===== src/rtl/sweep_capture.sv =====
// Exhaustive input sweep: drives binary or Gray patterns into a DUT, samples its
// response after a settle delay, streams (pattern, response) records and folds them into a CRC-16 signature.
module sweep_capture #(
    parameter int IN_W   = 6,
    parameter int OUT_W  = 1,
    parameter int SETTLE = 1
) (
    input  logic             CK,
    input  logic             reset,
    input  logic             start,
    input  logic             mode,
    input  logic             abort,
    output logic [IN_W-1:0]  stim,
    input  logic [OUT_W-1:0] resp,
    output logic             rec_valid,
    input  logic             rec_ready,
    output logic [IN_W-1:0]  rec_pat,
    output logic [OUT_W-1:0] rec_resp,
    output logic [15:0]      sig,
    output logic             busy,
    output logic             done,
    output logic             aborted
);

    typedef enum logic [2:0] {
        IDLE   = 3'd0,
        APPLY  = 3'd1,
        SAMPLE = 3'd2,
        EMIT   = 3'd3,
        DONE   = 3'd4
    } state_e;

    localparam logic [7:0]      SETTLE_LAST = 8'(SETTLE - 1);
    localparam logic [IN_W-1:0] IDX_LAST    = {IN_W{1'b1}};
    localparam logic [IN_W-1:0] IDX_ONE     = IN_W'(1'b1);
    localparam logic [15:0]     SIG_SEED    = 16'hFFFF;

    // Sequence generator: plain binary count or its reflected Gray code.
    function automatic logic [IN_W-1:0] seq_pat(input logic [IN_W-1:0] idx, input logic gray);
        if (gray) begin
            seq_pat = idx ^ (idx >> 1'b1);
        end else begin
            seq_pat = idx;
        end
    endfunction

    // One CRC-16/CCITT shift with the sampled {pattern, response} folded in.
    function automatic logic [15:0] sig_step(input logic [15:0] s, input logic [IN_W-1:0] p,
                                             input logic [OUT_W-1:0] r);
        sig_step = {s[14:0], 1'b0} ^ (s[15] ? 16'h1021 : 16'h0000) ^ 16'({p, r});
    endfunction

    state_e            state_q, state_d;
    logic [IN_W-1:0]   idx_q, idx_d;
    logic [7:0]        cnt_q, cnt_d;
    logic              mode_q, mode_d;
    logic [IN_W-1:0]   stim_q, stim_d;
    logic              rec_valid_q, rec_valid_d;
    logic [IN_W-1:0]   rec_pat_q, rec_pat_d;
    logic [OUT_W-1:0]  rec_resp_q, rec_resp_d;
    logic [15:0]       sig_q, sig_d;
    logic              busy_q, busy_d;
    logic              done_q, done_d;
    logic              aborted_q, aborted_d;
    logic              in_sweep_s;

    // Next-state and datapath decode; abort in a busy state overrides everything.
    always_comb begin
        state_d     = state_q;
        idx_d       = idx_q;
        cnt_d       = cnt_q;
        mode_d      = mode_q;
        stim_d      = stim_q;
        rec_valid_d = rec_valid_q;
        rec_pat_d   = rec_pat_q;
        rec_resp_d  = rec_resp_q;
        sig_d       = sig_q;
        aborted_d   = aborted_q;
        in_sweep_s  = (state_q == APPLY) || (state_q == SAMPLE) || (state_q == EMIT);

        if (in_sweep_s && abort) begin
            state_d     = DONE;
            aborted_d   = 1'b1;
            rec_valid_d = 1'b0;
        end else begin
            case (state_q)
                IDLE, DONE: begin
                    if (start) begin
                        state_d   = APPLY;
                        idx_d     = '0;
                        cnt_d     = 8'd0;
                        mode_d    = mode;
                        stim_d    = seq_pat('0, mode);
                        sig_d     = SIG_SEED;
                        aborted_d = 1'b0;
                    end else begin
                        state_d = state_q;
                    end
                end
                APPLY: begin
                    if (cnt_q == SETTLE_LAST) begin
                        state_d = SAMPLE;
                    end else begin
                        cnt_d = cnt_q + 8'd1;
                    end
                end
                SAMPLE: begin
                    rec_resp_d  = resp;
                    rec_pat_d   = stim_q;
                    sig_d       = sig_step(sig_q, stim_q, resp);
                    rec_valid_d = 1'b1;
                    state_d     = EMIT;
                end
                EMIT: begin
                    if (rec_ready) begin
                        rec_valid_d = 1'b0;
                        if (idx_q == IDX_LAST) begin
                            state_d = DONE;
                        end else begin
                            idx_d   = idx_q + IDX_ONE;
                            stim_d  = seq_pat(idx_q + IDX_ONE, mode_q);
                            cnt_d   = 8'd0;
                            state_d = APPLY;
                        end
                    end else begin
                        state_d = EMIT;
                    end
                end
                default: begin
                    state_d     = IDLE;
                    rec_valid_d = 1'b0;
                end
            endcase
        end

        busy_d = (state_d == APPLY) || (state_d == SAMPLE) || (state_d == EMIT);
        done_d = (state_d == DONE);
    end

    // State and output registers.
    always_ff @(posedge CK or negedge reset) begin
        if (!reset) begin
            state_q     <= IDLE;
            idx_q       <= '0;
            cnt_q       <= 8'd0;
            mode_q      <= 1'b0;
            stim_q      <= '0;
            rec_valid_q <= 1'b0;
            rec_pat_q   <= '0;
            rec_resp_q  <= '0;
            sig_q       <= SIG_SEED;
            busy_q      <= 1'b0;
            done_q      <= 1'b0;
            aborted_q   <= 1'b0;
        end else begin
            state_q     <= state_d;
            idx_q       <= idx_d;
            cnt_q       <= cnt_d;
            mode_q      <= mode_d;
            stim_q      <= stim_d;
            rec_valid_q <= rec_valid_d;
            rec_pat_q   <= rec_pat_d;
            rec_resp_q  <= rec_resp_d;
            sig_q       <= sig_d;
            busy_q      <= busy_d;
            done_q      <= done_d;
            aborted_q   <= aborted_d;
        end
    end

    assign stim      = stim_q;
    assign rec_valid = rec_valid_q;
    assign rec_pat   = rec_pat_q;
    assign rec_resp  = rec_resp_q;
    assign sig       = sig_q;
    assign busy      = busy_q;
    assign done      = done_q;
    assign aborted   = aborted_q;

endmodule


===== config.mk =====
export PLATFORM = sky130hd
export DESIGN_NAME = sweep_capture
export DESIGN_NICKNAME = d
export VERILOG_FILES = /design/src/rtl/sweep_capture.sv
export SDC_FILE = /design/constraint.sdc
export NUM_CORES = 1
export LEC_CHECK = 0
export BUFFER_PORTS_ARGS = -buffer_cell sky130_fd_sc_hd__buf_2
export CORE_ASPECT_RATIO = 0.5
export CORE_MARGIN = 2
export CORE_UTILIZATION = 50
export CTS_BUF_LIST = sky130_fd_sc_hd__clkbuf_16
export DETAILED_ROUTE_END_ITERATION = 10
export PLACE_DENSITY = 0.72
export SYNTH_ARGS = -nofsm -noshare
export SYNTH_HDL_FRONTEND = slang
export SYNTH_SLANG_ARGS = --single-unit

===== constraint.sdc =====
create_clock -name CK -period 4.03 [get_ports CK]
set_clock_uncertainty 0.15 [all_clocks]
set_input_delay 0.6045 -clock CK [delete_from_list [all_inputs] [get_ports CK]]
set_output_delay 0.6045 -clock CK [all_outputs]
set_load 0.02 [all_outputs]

After elaboration in Yosys (flattened, before gate mapping)
Index checks and enable logic that the tools add are counted.
{"block": "word_totals", "reg_bits": 51, "in_bits": 7, "word_cells": 82}
{"block": "classes", "n_bitwise": 4, "n_mux": 28, "n_reduce_logical": 21, "add_sub_neg": 2, "n_eq_ne": 15}
{"op": "6-bit 2-to-1 mux", "count": 6}
{"op": "8-bit 2-to-1 mux", "count": 4}
{"op": "16-bit case mux with 2 select lines", "count": 1}
{"op": "6-bit case mux with 2 select lines", "count": 2}
{"op": "8-bit case mux with 3 select lines", "count": 1}
{"op": "16-bit 2-to-1 mux", "count": 1}
{"op": "16-bit by 13-bit bitwise XOR with 16-bit output", "count": 1}
{"op": "16-bit by 7-bit bitwise XOR with 16-bit output", "count": 1}
{"op": "3-bit 2-to-1 mux", "count": 5}
{"op": "13-bit 2-to-1 mux", "count": 1}
{"op": "3-bit by 2-bit equality test with 1-bit output, second input constant", "count": 4}
{"op": "3-bit case mux with 4 select lines", "count": 1}
{"op": "8-bit by 1-bit adder with 8-bit output, second input constant", "count": 1}
{"op": "8-bit logical NOT", "count": 1}
{"op": "2-bit != test, second input constant", "count": 4}
{"op": "2-bit nonzero test", "count": 4}
{"op": "6-bit by 1-bit adder with 6-bit output, second input constant", "count": 1}
{"op": "3-bit by 1-bit equality test with 1-bit output, second input constant", "count": 2}
{"op": "3-bit equality test, second input constant", "count": 2}
{"op": "6-bit equality test, second input constant", "count": 1}
{"op": "2-bit AND reduction", "count": 3}
{"op": "3-bit AND reduction", "count": 2}
{"op": "6-bit AND reduction", "count": 1}
{"op": "6-bit by 5-bit bitwise XOR with 6-bit output", "count": 1}
{"op": "12 further kinds", "count": 19}

Logic depth before layout (Yosys ltp)
{"block": "depth", "word_depth": 8, "ltp_mapped": 9, "depth_no_buf": 7}

Worst setup path after synthesis
No wires, ideal clock.
{"block": "synth_path", "path_kind": "input to register", "startpoint": "input port abort", "endpoint": "register cnt_q[7]", "cell_stages": 6, "n_path_buf": 1, "arrival_time_ns": 1.882, "required_time_ns": 3.802, "path_slack_ns": 1.920, "setup_time_ns": 0.078, "cell_sequence": "nor4b_4 > or2_1 > buf_4 > o31ai_4 > or4_1 > a21oi_1"}
{"block": "synth_between", "elab_chain_len": 3}
{"element": "start: declaration", "line_no": "12", "rtl": "input logic abort,"}
{"element": "1-bit logical AND", "line_no": "81", "rtl": "if (in_sweep_s && abort) begin"}
{"element": "1-bit inverter (no line)"}
{"element": "6-bit AND reduction (no line)"}
{"element": "end signal: assignment", "line_no": "158", "rtl": "cnt_q <= cnt_d;"}
{"element": "end: declaration", "line_no": "55", "rtl": "logic [7:0] cnt_q, cnt_d;"}
Every way passes these cells.
A chain may end at the register's enable or synchronous reset.

Worst setup path in the final report
{"block": "layout_path", "startpoint": "register state_q[2]", "endpoint": "register cnt_q[7]"}
{"block": "layout_between", "elab_chain_len": 6, "word_cells_on_any_way": 17, "classes_between": "eq/ne: 8; mux: 1; bitwise: 1; reduce/logical: 7"}
{"element": "start: declaration", "line_no": "53", "rtl": "state_e state_q, state_d;"}
{"element": "start signal: assignment", "line_no": "156", "rtl": "state_q <= state_d;"}
{"element": "branches (longest 6 deep; another with 6-bit AND reduction)"}
Parallel ways; which one is timed is not known.

==> PnR_summary.wiki <==
{| class="wikitable"
! Metric !! Value
|-
| Vias/cell || 5.40
|-
| Buffer cell driving the clock tree root || clkbuf_16
|-
| Class of the worst hold path || primary input to asynchronous set/reset pin
|-
| Leak Pwr || 0.00122 uW
|-
| Capturing element type of the critical path || register
|-
| Remaining design rule violation count || 0
|-
| Die Y || 53.2 um
|-
| Routed length per placed instance || 14.4 um
|-
| Total number of vias || 1847
|-
| Total negative slack || 0 ns
|-
| FP Rows || 17
|-
| Worst r2r path cells || 6
|-
| DRT iter0 DRCs || 86
|-
| Placed instance count || 334
|-
| Inserted Diodes || 0
|-
| Critical-path cell list || nor4b_4 > buf_4 > or2_1 > o31ai_4 > or4_1 > a21oi_1
|-
| Final estimated routing congestion in global placement || 0.763
|-
| Final hold violation count || 0
|-
| Run status || complete, no violations
|-
| Cts-stage hold buffer count || 0
|-
| All-Layer GR Usage || 0.196
|-
| First-pass GRT wire length || 8090 um
|-
| Total number of nets in the final design || 285
|-
| Fmax achieved || 0.364 GHz
|-
| Tightest Pin Transition || 0.658 ns
|-
| Maximum number of pins on one net before global-route repair || 27
|-
| Number of buffer and inverter instances along the worst setup path || 1
|-
| Initial core utilization || 0.534
|-
| Synthesized netlist net count || 250
|-
| Initial antenna violation count || 0
|-
| Share of async-settable or async-resettable flops after synthesis || 1.00
|-
| Max-Cap Viols || 0
|-
| Ports || 40
|-
| Register-to-register setup slack || 1.28 ns
|-
| Share of cells above drive strength 1 || 0.261
|-
| Number of global-route vias before repair || 1727
|-
| Final core area utilization || 0.621
|-
| Die width || 102 um
|-
| Cell at the slowest stage of the critical path || or2_1
|-
| Sequential area share after synthesis || 0.525
|-
| Skew-Pair Late Insertion Delay || 0.28 ns
|-
| Die outline area || 5450 um^2
|-
| YS warnings || 0
|-
| Clock buffer count from CTS || 5
|-
| Worst EP arrival || 2.81 ns
|-
| Half-perimeter wire length of the detailed placement result || 3420 um
|-
| Worst EP required || 4.09 ns
|-
| Maximum buffer depth of the clock tree || 2
|-
| Seq cells post-synth || 50
|-
| Max VDD drop || 0.000259 V
|-
| Number of distinct library cells after synthesis || 42
|-
| RSZ-0062 raised after global routing || false
|-
| Sum of overflow across all layers after global routing || 0
|-
| Category of cells accounting for the largest share of critical-path delay || simple AND/OR/NAND/NOR gates
|-
| Crit-path max FO || 18
|-
| Critical path class || register to register
|-
| Kind of start point of the critical path || register
|-
| Area growth syn-to-layout || 16.2%
|-
| Start of the worst register-to-register path || state_q[2]
|-
| Min cycle time layout || 2.75 ns
|-
| Antenna Nets Post-Route || 0
|-
| Post-CTS resize count || 0
|-
| Port Buffers || 39
|-
| Remaining max-slew budget at the tightest pin || 0.562
|-
| Power density normalized to cell area || 551 nW/um^2
|-
| CTS clk-pin slew, worst paths || 0.07 ns
|-
| Core outline area || 4530 um^2
|-
| Average footprint of a synthesized cell || 10.1 um^2
|-
| Post-route clock period utilization || 0.682
|-
| Primary FF master, synth || dfrtp_1
|-
| Cell count after synthesis || 240
|-
| Detailed Route WL || 4930 um
|-
| Sink count of the clock tree || 50
|-
| Number of post-CTS setup repair buffers || 0
|-
| Number of synthesized flops with an enable pin || 0
|-
| CTS tree || built
|-
| H-Tree Depth || 2
|-
| Peak per-stage delay on the critical path || 0.56 ns
|-
| Number of standard cells in the layout, taps in and fillers out || 342
|-
| Number of setup violations in the final report || 0
|-
| Worst flop-to-flop path endpoint || cnt_q[7]
|-
| Mapped Area || 2420 um^2
|-
| Number of iterations in the first detailed-routing pass || 4
|-
| Slew Limit Fails || 0
|}
flip-flops by register name (all words and copies together) (netlist names):
register and flops:
aborted 1, busy 1, cnt_q 8, done 1
idx_q 6, mode_q 1, rec_pat 6, rec_resp 1
rec_valid 1, sig 16, state_q 3, stim 5
cells in the mapped netlist (5+ instances only):
master,count,share of area
nand2_1,43,0.067
dfrtp_1,34,0.35
a21oi_1,17,0.035
dfstp_2,16,0.17
nor2_1,12,0.019
xnor2_1,12,0.043
inv_1,9,0.014
o22a_1,8,0.029
o31ai_1,8,0.025
nand3_1,7,0.014
o21ai_1,7,0.014
buf_2,6,0.012
o21ai_0,6,0.012
or3_1,5,0.013
worst max path at each step:
stage / depth (start not counted) / endpoint / from / slack (ns)
floorplan: 6 / cnt_q[7] / abort / 1.92
global placement: 7 / cnt_q[7] / abort / 1.19
detailed placement: 7 / cnt_q[7] / abort / 1.11
CTS: 6 / cnt_q[7] / state_q[2] / 1.27
global route: 6 / cnt_q[7] / state_q[0] / 1.10
finish: 6 / cnt_q[7] / state_q[2] / 1.28
where the power goes:
group | switching [uW] | leakage, uW | internal (uW)
clock network | 181 | 0.0000760 | 293
registers | 89.5 | 0.000630 | 580
logic | 268 | 0.000515 | 140
kinds of logic (layout without fill, tap and decap cells):
| family | Yosys count | count (layout) | share of synthesized area |
|---|---|---|---|
| muxes | 2 | 2 | 0.00930 |
| AOI/OAI and AO/OA | 57 | 57 | 0.158 |
| DFF | 50 | 50 | 0.525 |
| and+or+nand+nor | 90 | 90 | 0.191 |
| buffers and inverters | 22 | 58 | 0.0434 |
| adders and majority gates | 3 | 3 | 0.0155 |
| xor gates and xnor gates | 16 | 16 | 0.0579 |
routing by layer:
layer	global-route usage	vias to the layer above	routed length [um]
met5	0	-	0
met4	0.0556	0	52
met3	0.0555	7	152
met2	0.325	38	2290
met1	0.255	893	2440
li1	-	909	-
final cells by class:
cell class	instances	area, um^2
inverters	9	33.8
clock buffers	5	125
multi-input cells	168	1040
fillers	375	1720
clock inverters	3	45.0
flip-flops and latches	50	1270
repair buffers	41	210
well taps	66	82.6
worst register-to-register path: cells and delay by family, from the launching register on:
kind                   cells  cell delay (ns)
DFF                        1             0.51
and+or+nand+nor            3             1.40
AOI/OAI and AO/OA          2             0.39
buffers and inverters      1             0.24
layout by cell type (no fill, tap or decap), types with 4 or more instances in the layout:
| cell | Yosys | layout |
|---|---|---|
| o21ai_1 | 7 | 7 |
| xnor2_1 | 12 | 12 |
| buf_2 | 6 | 39 |
| dfrtp_1 | 34 | 34 |
| nor2_1 | 12 | 12 |
| dfstp_2 | 16 | 16 |
| o22a_1 | 8 | 8 |
| or3_1 | 5 | 5 |
| xor2_1 | 4 | 4 |
| o21ai_0 | 6 | 6 |
| o31ai_1 | 8 | 8 |
| nand3_1 | 7 | 7 |
| inv_1 | 9 | 9 |
| nand2_1 | 43 | 43 |
| a21oi_1 | 17 | 17 |
| clkbuf_16 | 0 | 5 |
stage by stage:
step	power (uW)	hold slack (ns)	worst slack, ns	area [um^2]
after global placement	1060	0.303	1.19	2640
after detailed placement	1080	0.309	1.11	2640
final	1550	0.150	1.28	2810
after CTS	1560	0.169	1.27	2810
after global routing	1630	0.189	1.10	2810
after floorplan	987	0.159	1.92	2420
Note: power is estimated with default switching activity, not from simulation.
